### config.mk
export PLATFORM = sky130hd
export DESIGN_NAME = muldiv_unit_flat
export DESIGN_NICKNAME = d
export VERILOG_FILES = /design/src/rtl/muldiv_unit_pkg.sv /design/src/rtl/muldiv_unit_if.sv /design/src/rtl/muldiv_unit_signfix.sv /design/src/rtl/muldiv_unit.sv /design/src/flat_wrapper.sv
export SDC_FILE = /design/constraint.sdc
export NUM_CORES = 1
export LEC_CHECK = 0
export CAP_MARGIN = 5
export CELL_PAD_IN_SITES_DETAIL_PLACEMENT = 1
export CELL_PAD_IN_SITES_GLOBAL_PLACEMENT = 1
export CORE_MARGIN = 5
export CORE_UTILIZATION = 47
export CTS_CLUSTER_DIAMETER = 200
export CTS_CLUSTER_SIZE = 10
export DETAILED_ROUTE_END_ITERATION = 10
export GPL_TIMING_DRIVEN = 0
export PLACE_DENSITY = 0.92
export SLEW_MARGIN = 20
export SYNTH_ARGS = -nofsm -noshare
export SYNTH_HDL_FRONTEND = slang
export SYNTH_SLANG_ARGS = --single-unit
### constraint.sdc
create_clock -name clk -period 15.9 [get_ports clk]
set_input_delay 3.975 -clock clk [delete_from_list [all_inputs] [get_ports clk]]
set_output_delay 3.975 -clock clk [all_outputs]
set_load 0.01 [all_outputs]
### src/rtl/muldiv_unit_pkg.sv
// Shared types for the multiply/divide engine and its HI/LO write interface.
package muldiv_unit_pkg;

  // Operations the execute stage can hand to the HI/LO producer
  typedef enum logic [2:0] {
    NOP   = 3'd0,
    MULT  = 3'd1,
    MULTU = 3'd2,
    DIV   = 3'd3,
    DIVU  = 3'd4,
    MTHI  = 3'd5,
    MTLO  = 3'd6
  } hilo_op_t;

  // Architectural HI/LO register width
  localparam int HILO_WIDTH = 32;

  // Cycles from the accept edge to the cycle in which the write is visible
  localparam int HILO_LAT = HILO_WIDTH + 2;

  // One write request towards the HI/LO register block
  typedef struct packed {
    logic                  valid;
    logic [HILO_WIDTH-1:0] data;
  } hilo_write_req;

  // True for the iterative operations (they occupy the unit for many cycles)
  function automatic logic is_muldiv_op(hilo_op_t op);
    return (op == MULT) || (op == MULTU) || (op == DIV) || (op == DIVU);
  endfunction

  // True for operations that use restoring division rather than shift-add
  function automatic logic is_div_op(hilo_op_t op);
    return (op == DIV) || (op == DIVU);
  endfunction

  // True for operations whose operands are two's complement
  function automatic logic is_signed_op(hilo_op_t op);
    return (op == MULT) || (op == DIV);
  endfunction

endpackage

### src/rtl/muldiv_unit_if.sv
// Request/response bundle between the execute stage and the multiply/divide
// engine, including the HI/LO write strobes the engine produces.
interface muldiv_unit_if
  import muldiv_unit_pkg::*;
#(
  parameter int WIDTH = 32
) ();

  logic             req_valid;
  logic             req_ready;
  hilo_op_t         req_op;
  logic [WIDTH-1:0] req_a;
  logic [WIDTH-1:0] req_b;
  logic             flush;
  logic             hi_valid;
  logic [WIDTH-1:0] hi_data;
  logic             lo_valid;
  logic [WIDTH-1:0] lo_data;

  // Execute-stage side: issues operations and observes the write strobes
  modport master (
    output req_valid, req_op, req_a, req_b, flush,
    input  req_ready, hi_valid, hi_data, lo_valid, lo_data
  );

  // Engine side
  modport slave (
    input  req_valid, req_op, req_a, req_b, flush,
    output req_ready, hi_valid, hi_data, lo_valid, lo_data
  );

endinterface

### src/rtl/muldiv_unit_signfix.sv
// Combinational sign handling around the unsigned iterative core: takes
// magnitudes of signed operands on the way in and restores result signs
// on the way out.
module muldiv_unit_signfix
  import muldiv_unit_pkg::*;
#(
  parameter int WIDTH = 32
) (
  input  logic [WIDTH-1:0]   op_a,
  input  logic [WIDTH-1:0]   op_b,
  input  logic               signed_op,
  output logic [WIDTH-1:0]   abs_a,
  output logic [WIDTH-1:0]   abs_b,
  output logic               neg_a,
  output logic               neg_b,
  input  logic [2*WIDTH-1:0] raw,
  input  logic               is_div,
  input  logic               res_neg,
  input  logic               rem_neg,
  input  logic               div_zero,
  output logic [WIDTH-1:0]   fix_hi,
  output logic [WIDTH-1:0]   fix_lo
);

  logic [2*WIDTH-1:0] prod;
  logic [WIDTH-1:0]   quot;
  logic [WIDTH-1:0]   rem;

  // Operand magnitudes; the most-negative value maps onto itself, which is
  // still the right unsigned magnitude for the core
  always_comb begin
    neg_a = signed_op & op_a[WIDTH-1];
    neg_b = signed_op & op_b[WIDTH-1];
    abs_a = neg_a ? -op_a : op_a;
    abs_b = neg_b ? -op_b : op_b;
  end

  // Result correction: whole product negated as one 2*WIDTH value, quotient
  // and remainder negated separately; a zero divisor forces an all-ones quotient
  always_comb begin
    prod = res_neg ? -raw : raw;
    quot = raw[WIDTH-1:0];
    rem  = raw[2*WIDTH-1:WIDTH];
    if (is_div) begin
      fix_lo = div_zero ? {WIDTH{1'b1}} : (res_neg ? -quot : quot);
      fix_hi = rem_neg ? -rem : rem;
    end else begin
      fix_hi = prod[2*WIDTH-1:WIDTH];
      fix_lo = prod[WIDTH-1:0];
    end
  end

endmodule

### src/rtl/muldiv_unit.sv
// Multi-cycle multiply/divide engine. One iteration per cycle on an unsigned
// core, with HI/LO written together after a final sign-fix cycle.
// MTHI/MTLO bypass the core and produce a single registered write.
module muldiv_unit
  import muldiv_unit_pkg::*;
#(
  parameter int WIDTH = 32
) (
  input logic         clk,
  input logic         reset,
  muldiv_unit_if.slave bus
);

  localparam int CW = $clog2(WIDTH);

  localparam logic [1:0] ST_IDLE = 2'd0;
  localparam logic [1:0] ST_RUN  = 2'd1;
  localparam logic [1:0] ST_FIX  = 2'd2;

  logic [1:0]         state;
  logic [CW-1:0]      cnt;
  logic [2*WIDTH-1:0] acc;
  logic [WIDTH-1:0]   opnd;
  logic               is_div;
  logic               res_neg;
  logic               rem_neg;
  logic               div_zero;

  logic               accept;
  logic               signed_op;
  logic               div_op;
  logic [WIDTH-1:0]   abs_a;
  logic [WIDTH-1:0]   abs_b;
  logic               neg_a;
  logic               neg_b;
  logic [WIDTH-1:0]   fix_hi;
  logic [WIDTH-1:0]   fix_lo;

  logic [WIDTH:0]     mul_sum;
  logic [WIDTH:0]     div_trial;
  logic [2*WIDTH-1:0] acc_next;

  logic               hi_valid;
  logic               lo_valid;
  logic [WIDTH-1:0]   hi_data;
  logic [WIDTH-1:0]   lo_data;

  assign bus.req_ready = (state == ST_IDLE);
  assign accept        = bus.req_valid && (state == ST_IDLE) && !bus.flush;
  assign signed_op     = is_signed_op(bus.req_op);
  assign div_op        = is_div_op(bus.req_op);

  assign bus.hi_valid  = hi_valid;
  assign bus.lo_valid  = lo_valid;
  assign bus.hi_data   = hi_data;
  assign bus.lo_data   = lo_data;

  muldiv_unit_signfix #(
    .WIDTH(WIDTH)
  ) u_signfix (
    .op_a     (bus.req_a),
    .op_b     (bus.req_b),
    .signed_op(signed_op),
    .abs_a    (abs_a),
    .abs_b    (abs_b),
    .neg_a    (neg_a),
    .neg_b    (neg_b),
    .raw      (acc),
    .is_div   (is_div),
    .res_neg  (res_neg),
    .rem_neg  (rem_neg),
    .div_zero (div_zero),
    .fix_hi   (fix_hi),
    .fix_lo   (fix_lo)
  );

  // One core iteration: multiply keeps {partial product, multiplier} in acc
  // and shifts right; divide keeps {remainder, dividend/quotient} and shifts
  // left, committing the trial subtraction only when it does not go negative
  always_comb begin
    mul_sum   = {1'b0, acc[2*WIDTH-1:WIDTH]} + (acc[0] ? {1'b0, opnd} : {(WIDTH+1){1'b0}});
    div_trial = acc[2*WIDTH-1:WIDTH-1] - {1'b0, opnd};
    acc_next  = acc;
    if (is_div) begin
      if (!div_trial[WIDTH]) begin
        acc_next = {div_trial[WIDTH-1:0], acc[WIDTH-2:0], 1'b1};
      end else begin
        acc_next = {acc[2*WIDTH-2:0], 1'b0};
      end
    end else begin
      acc_next = {mul_sum, acc[WIDTH-1:1]};
    end
  end

  // Sequencing and datapath state; flush abandons any operation in flight
  always_ff @(posedge clk or posedge reset) begin
    if (reset) begin
      state    <= ST_IDLE;
      cnt      <= '0;
      acc      <= '0;
      opnd     <= '0;
      is_div   <= 1'b0;
      res_neg  <= 1'b0;
      rem_neg  <= 1'b0;
      div_zero <= 1'b0;
    end else if (bus.flush) begin
      state <= ST_IDLE;
      cnt   <= '0;
    end else begin
      case (state)
        ST_IDLE: begin
          if (bus.req_valid && is_muldiv_op(bus.req_op)) begin
            opnd     <= div_op ? abs_b : abs_a;
            acc      <= {{WIDTH{1'b0}}, (div_op ? abs_a : abs_b)};
            is_div   <= div_op;
            res_neg  <= neg_a ^ neg_b;
            rem_neg  <= div_op & neg_a;
            div_zero <= div_op && (bus.req_b == '0);
            cnt      <= CW'(WIDTH - 1);
            state    <= ST_RUN;
          end
        end
        ST_RUN: begin
          acc <= acc_next;
          if (cnt == '0) begin
            state <= ST_FIX;
          end else begin
            cnt <= cnt - 1'b1;
          end
        end
        ST_FIX: begin
          state <= ST_IDLE;
        end
        default: begin
          state <= ST_IDLE;
        end
      endcase
    end
  end

  // HI/LO write strobes: single-cycle pulses, never raised in a flush cycle
  always_ff @(posedge clk or posedge reset) begin
    if (reset) begin
      hi_valid <= 1'b0;
      lo_valid <= 1'b0;
      hi_data  <= '0;
      lo_data  <= '0;
    end else begin
      hi_valid <= 1'b0;
      lo_valid <= 1'b0;
      if (!bus.flush) begin
        if (state == ST_FIX) begin
          hi_valid <= 1'b1;
          lo_valid <= 1'b1;
          hi_data  <= fix_hi;
          lo_data  <= fix_lo;
        end else if (accept && (bus.req_op == MTHI)) begin
          hi_valid <= 1'b1;
          hi_data  <= bus.req_a;
        end else if (accept && (bus.req_op == MTLO)) begin
          lo_valid <= 1'b1;
          lo_data  <= bus.req_a;
        end
      end
    end
  end

endmodule

### src/flat_wrapper.sv
// flat-port wrapper written by rule: the top's interface ports become plain ports
module muldiv_unit_flat import muldiv_unit_pkg::*;
#(
  parameter int WIDTH = 32
)
  (clk, reset, bus_req_valid, bus_req_op, bus_req_a, bus_req_b, bus_flush, bus_req_ready, bus_hi_valid, bus_hi_data, bus_lo_valid, bus_lo_data);
  muldiv_unit_if #(.WIDTH(WIDTH)) bus_i ();
  input logic clk;
  input logic reset;
  input wire logic [$bits(bus_i.req_valid)-1:0] bus_req_valid;
  input wire logic [$bits(bus_i.req_op)-1:0] bus_req_op;
  input wire logic [$bits(bus_i.req_a)-1:0] bus_req_a;
  input wire logic [$bits(bus_i.req_b)-1:0] bus_req_b;
  input wire logic [$bits(bus_i.flush)-1:0] bus_flush;
  output wire logic [$bits(bus_i.req_ready)-1:0] bus_req_ready;
  output wire logic [$bits(bus_i.hi_valid)-1:0] bus_hi_valid;
  output wire logic [$bits(bus_i.hi_data)-1:0] bus_hi_data;
  output wire logic [$bits(bus_i.lo_valid)-1:0] bus_lo_valid;
  output wire logic [$bits(bus_i.lo_data)-1:0] bus_lo_data;
  assign bus_i.req_valid = bus_req_valid;
  assign bus_i.req_op = bus_req_op;
  assign bus_i.req_a = bus_req_a;
  assign bus_i.req_b = bus_req_b;
  assign bus_i.flush = bus_flush;
  assign bus_req_ready = bus_i.req_ready;
  assign bus_hi_valid = bus_i.hi_valid;
  assign bus_hi_data = bus_i.hi_data;
  assign bus_lo_valid = bus_i.lo_valid;
  assign bus_lo_data = bus_i.lo_data;
  muldiv_unit #(.WIDTH(WIDTH)) u_core (.clk(clk), .reset(reset), .bus(bus_i));
endmodule
==> results.json <==
{
  "status": "finished, final reports clean",
  "clk_latency_ns": 0.46,
  "cpMostUsedCell": "nand2_1",
  "nets": 2194,
  "leakage_nw": 7.184,
  "final_common_cell": "a21oi_1",
  "critPathCaptureType": "register",
  "finalSetupViolations": 0,
  "drtAntennaViolNets": 0,
  "holdPathStages": 2,
  "fin_cells": 2459,
  "start_util_pct": 47.69,
  "numClockSinks": 173,
  "grt_max_degree": 91,
  "netlist_instances": 1896,
  "numCtsBuffers": 17,
  "grt_pass1_vias": 16554,
  "routed_wirelength_mm": 65.51,
  "synthFlopType": "dfrtp_1",
  "yosysSeqAreaShare_pct": 29.60,
  "async_flop_share_pct": 100.0,
  "first_pass_iters": 5,
  "htree_levels": 4,
  "combPwrFrac_pct": 64.4,
  "syn_to_final_growth_pct": 16.82,
  "r2r-end": "u_core.acc[32]$_DFFE_PP0P_",
  "vias": 16291,
  "worstSetupPathType": "input port to register",
  "hold_class": "register to register",
  "r2r-start": "u_core.acc[31]$_DFFE_PP0P_",
  "crit_required_ns": 16.28,
  "dpl.hpwl_mm": 51.38,
  "max_slew_margin_pct": 25.36,
  "cp_max_fo": 7,
  "port_buffers": 135,
  "r2r.worst_path.cells": 14,
  "hold_end": "u_core.bus.lo_data[12]$_DFFE_PP0P_",
  "syn_avg_cell_area_um2": 7.714,
  "die_h_um": 186.4,
  "die_w_um": 186.4,
  "synth_area_um2": 14630,
  "power_switching_mw": 1.926,
  "grt_overflow": 0,
  "cts_tree": "yes",
  "wl_per_cell_um": 26.64,
  "start_kind": "input port",
  "design.die.area_um2": 34750,
  "fin_util_pct": 55.71,
  "synth_area_leader_cell": "dfrtp_1",
  "p_seq_share_pct": 23.9,
  "swShare_pct": 51.34,
  "hp-start": "u_core.bus.lo_data[12]$_DFFE_PP0P_",
  "ios": 138,
  "viasPerCell": 6.625,
  "cpMaxStageDelayCell": "nor4_1",
  "power_frac_clock_pct": 11.6,
  "internal_power_mw": 1.826,
  "drc_errors": 0,
  "synth_cell_types": 71,
  "cts.path.max_buffers": 2,
  "ctsHoldBuffers": 0,
  "max_slew.worst_pin.slew_ns": 1.116,
  "synth.area.top_cells": "dfrtp_1, xnor2_1, a21oi_1, o21ai_0, ha_1",
  "ys_seq_elements": 173,
  "regToRegSetupSlack_ns": 10.87,
  "rows": 64,
  "slew_viol_final": 0,
  "crit_family": "simple AND/OR/NAND/NOR gates",
  "post-route-period-util_pct": 48.21,
  "post-route-min-period_ns": 7.666,
  "grt_pass1_wl_mm": 99.17,
  "fmax_ghz": 0.1304,
  "clk_pin_slew_ns": 0.07,
  "worst-path-buf-inv": 1,
  "antenna_found_initial": 0,
  "synthesis.nets": 2039,
  "yosys.area.top_type_share_pct": 29.60,
  "tns_ns": 0,
  "synth-edff-count": 0,
  "antenna_cells": 0,
  "critPathArrivalTime_ns": 8.05,
  "yosysWarnings": 0,
  "drt_iter0_drc": 1647,
  "powerDensity_nw_per_um2": 219.6,
  "fin_skew_ns": 0.01613,
  "max_cap_violations": 0,
  "power_mw": 3.752,
  "grt_usage_pct": 36.33,
  "core_um2": 30670,
  "crit_chain": "clkdlybuf4s50_1 > or4_1 > nor4_1 > nand2_1 > nor4b_2 > nand2_1 > nor4_1 > o211ai_1 > o21ai_0 > nand2_1 > o21ai_0",
  "finalHoldViolCount": 0,
  "worst_ir_drop_vdd_uv": 97.10,
  "clockRootBuffer": "clkbuf_16",
  "cp_num_cells": 11,
  "drive_gt1_share_pct": 2.908,
  "final_cell_mix": "a21oi_1, o21ai_0, nand2_1",
  "place_inst": 2428,
  "cts_resized": 0,
  "max_stage_delay_ns": 0.86,
  "rsz0062_at_grt": "false",
  "postCtsSetupBuffers": 0,
  "gp_congestion": 0.9799,
  "nFillCells": 3830
}
==> state kept, by name, indices dropped and copies added (netlist names) <==
signal	cells
u_core.acc	64
u_core.bus.hi_data	32
u_core.bus.hi_valid	1
u_core.bus.lo_data	32
u_core.bus.lo_valid	1
u_core.cnt	5
u_core.div_zero	1
u_core.is_div	1
u_core.opnd	32
u_core.rem_neg	1
u_core.res_neg	1
u_core.state	2
==> cell type report <==
cell class / count / area [um^2] / share of cell area [%]
Multi-Input combinational cell: 1544 / 9602 / 56.20
Sequential cell: 173 / 4329 / 25.34
Timing Repair Buffer: 136 / 1379 / 8.070
Tap cell: 396 / 495.5 / 2.900
Clock buffer: 18 / 439.2 / 2.570
Buffer: 110 / 436.7 / 2.556
Inverter: 69 / 266.5 / 1.560
Clock inverter: 13 / 138.9 / 0.8128
==> per-stage QoR <==
step / hold slack (ns) / cell area, um^2 / setup slack, ns
after CTS: 0.4932 / 17090 / 8.435
after global placement: 0.4640 / 16470 / 4.738
after global routing: 0.5098 / 17090 / 8.062
after detailed placement: 0.4747 / 16510 / 8.013
after floorplan: 0.4497 / 14630 / 7.237
final: 0.4887 / 17090 / 8.234
==> per-layer routing <==
| layer | vias to the layer above | routed length (um) | track usage, % |
|---|---|---|---|
| met5 | - | 0 | 0 |
| met4 | 0 | 2990 | 15.30 |
| met3 | 184 | 6501 | 9.193 |
| met2 | 885 | 28740 | 55.94 |
| met1 | 8126 | 27280 | 48.73 |
| li1 | 7096 | - | - |
==> power by group through the flow <==
| stage | sequential [mW] | clock (mW) | combinational, mW |
|---|---|---|---|
| 5_1_grt | 0.911 | 0.455 | 2.60 |
| 4_1_cts | 0.882 | 0.435 | 2.37 |
| 3_5_place_dp | 0.888 | 0 | 2.34 |
| 2_1_floorplan | 0.827 | 0 | 1.53 |
| 6_report | 0.898 | 0.436 | 2.42 |
| 3_3_place_gp | 0.871 | 0 | 2.24 |
==> worst max-delay path by stage <==
| stage | startpoint | endpoint |
|---|---|---|
| floorplan | reset | u_core.acc[0]$_DFFE_PP0P_ |
| global placement | reset | u_core.acc[56]$_DFFE_PP0P_ |
| detailed placement | bus_req_a[9] | u_core.opnd[31]$_DFFE_PP0P_ |
| CTS | bus_req_a[9] | u_core.opnd[31]$_DFFE_PP0P_ |
| global route | bus_req_a[9] | u_core.opnd[31]$_DFFE_PP0P_ |
| finish | bus_req_a[9] | u_core.opnd[31]$_DFFE_PP0P_ |
==> synthesized netlist by cell type (all sizes together), types with 7 or more instances <==
master	n
a21oi	214
o21ai	211
nand2	200
nor2	194
dfrtp	173
xnor2	123
clkbuf	95
ha	70
inv	69
mux2i	63
xor2	46
nor3	41
o22ai	41
a21o	32
a31oi	23
nand3	21
or3	20
a22oi	19
o31ai	19
nand2b	17
and3	16
o211ai	16
buf	15
nor2b	15
or4	15
a211oi	11
nor4	11
nand4	9
o41ai	9
and2	7
==> worst register-to-register path, cell delays in order, from the launching register on <==
cell	delay, ns
dfrtp_1	0.58
inv_1	0.09
ha_1	0.22
fa_1	0.38
nand2b_1	0.20
a21oi_1	0.36
o21ai_0	0.30
a2111oi_0	0.79
nor2_1	0.22
a21oi_1	0.27
xor2_2	0.63
buf_2	0.47
nand2_1	0.11
o21ai_0	0.13
o221ai_1	0.14
==> cells by family after synthesis <==
| logic type | share of synthesized area, % |
|---|---|
| mux | 4.696 |
| fa+ha+maj | 6.262 |
| flops | 29.60 |
| xor+xnor | 10.17 |
| simple gates | 18.62 |
| buf+inv | 4.756 |
| compound gates | 25.89 |
Power figures use the tool's default switching activity.
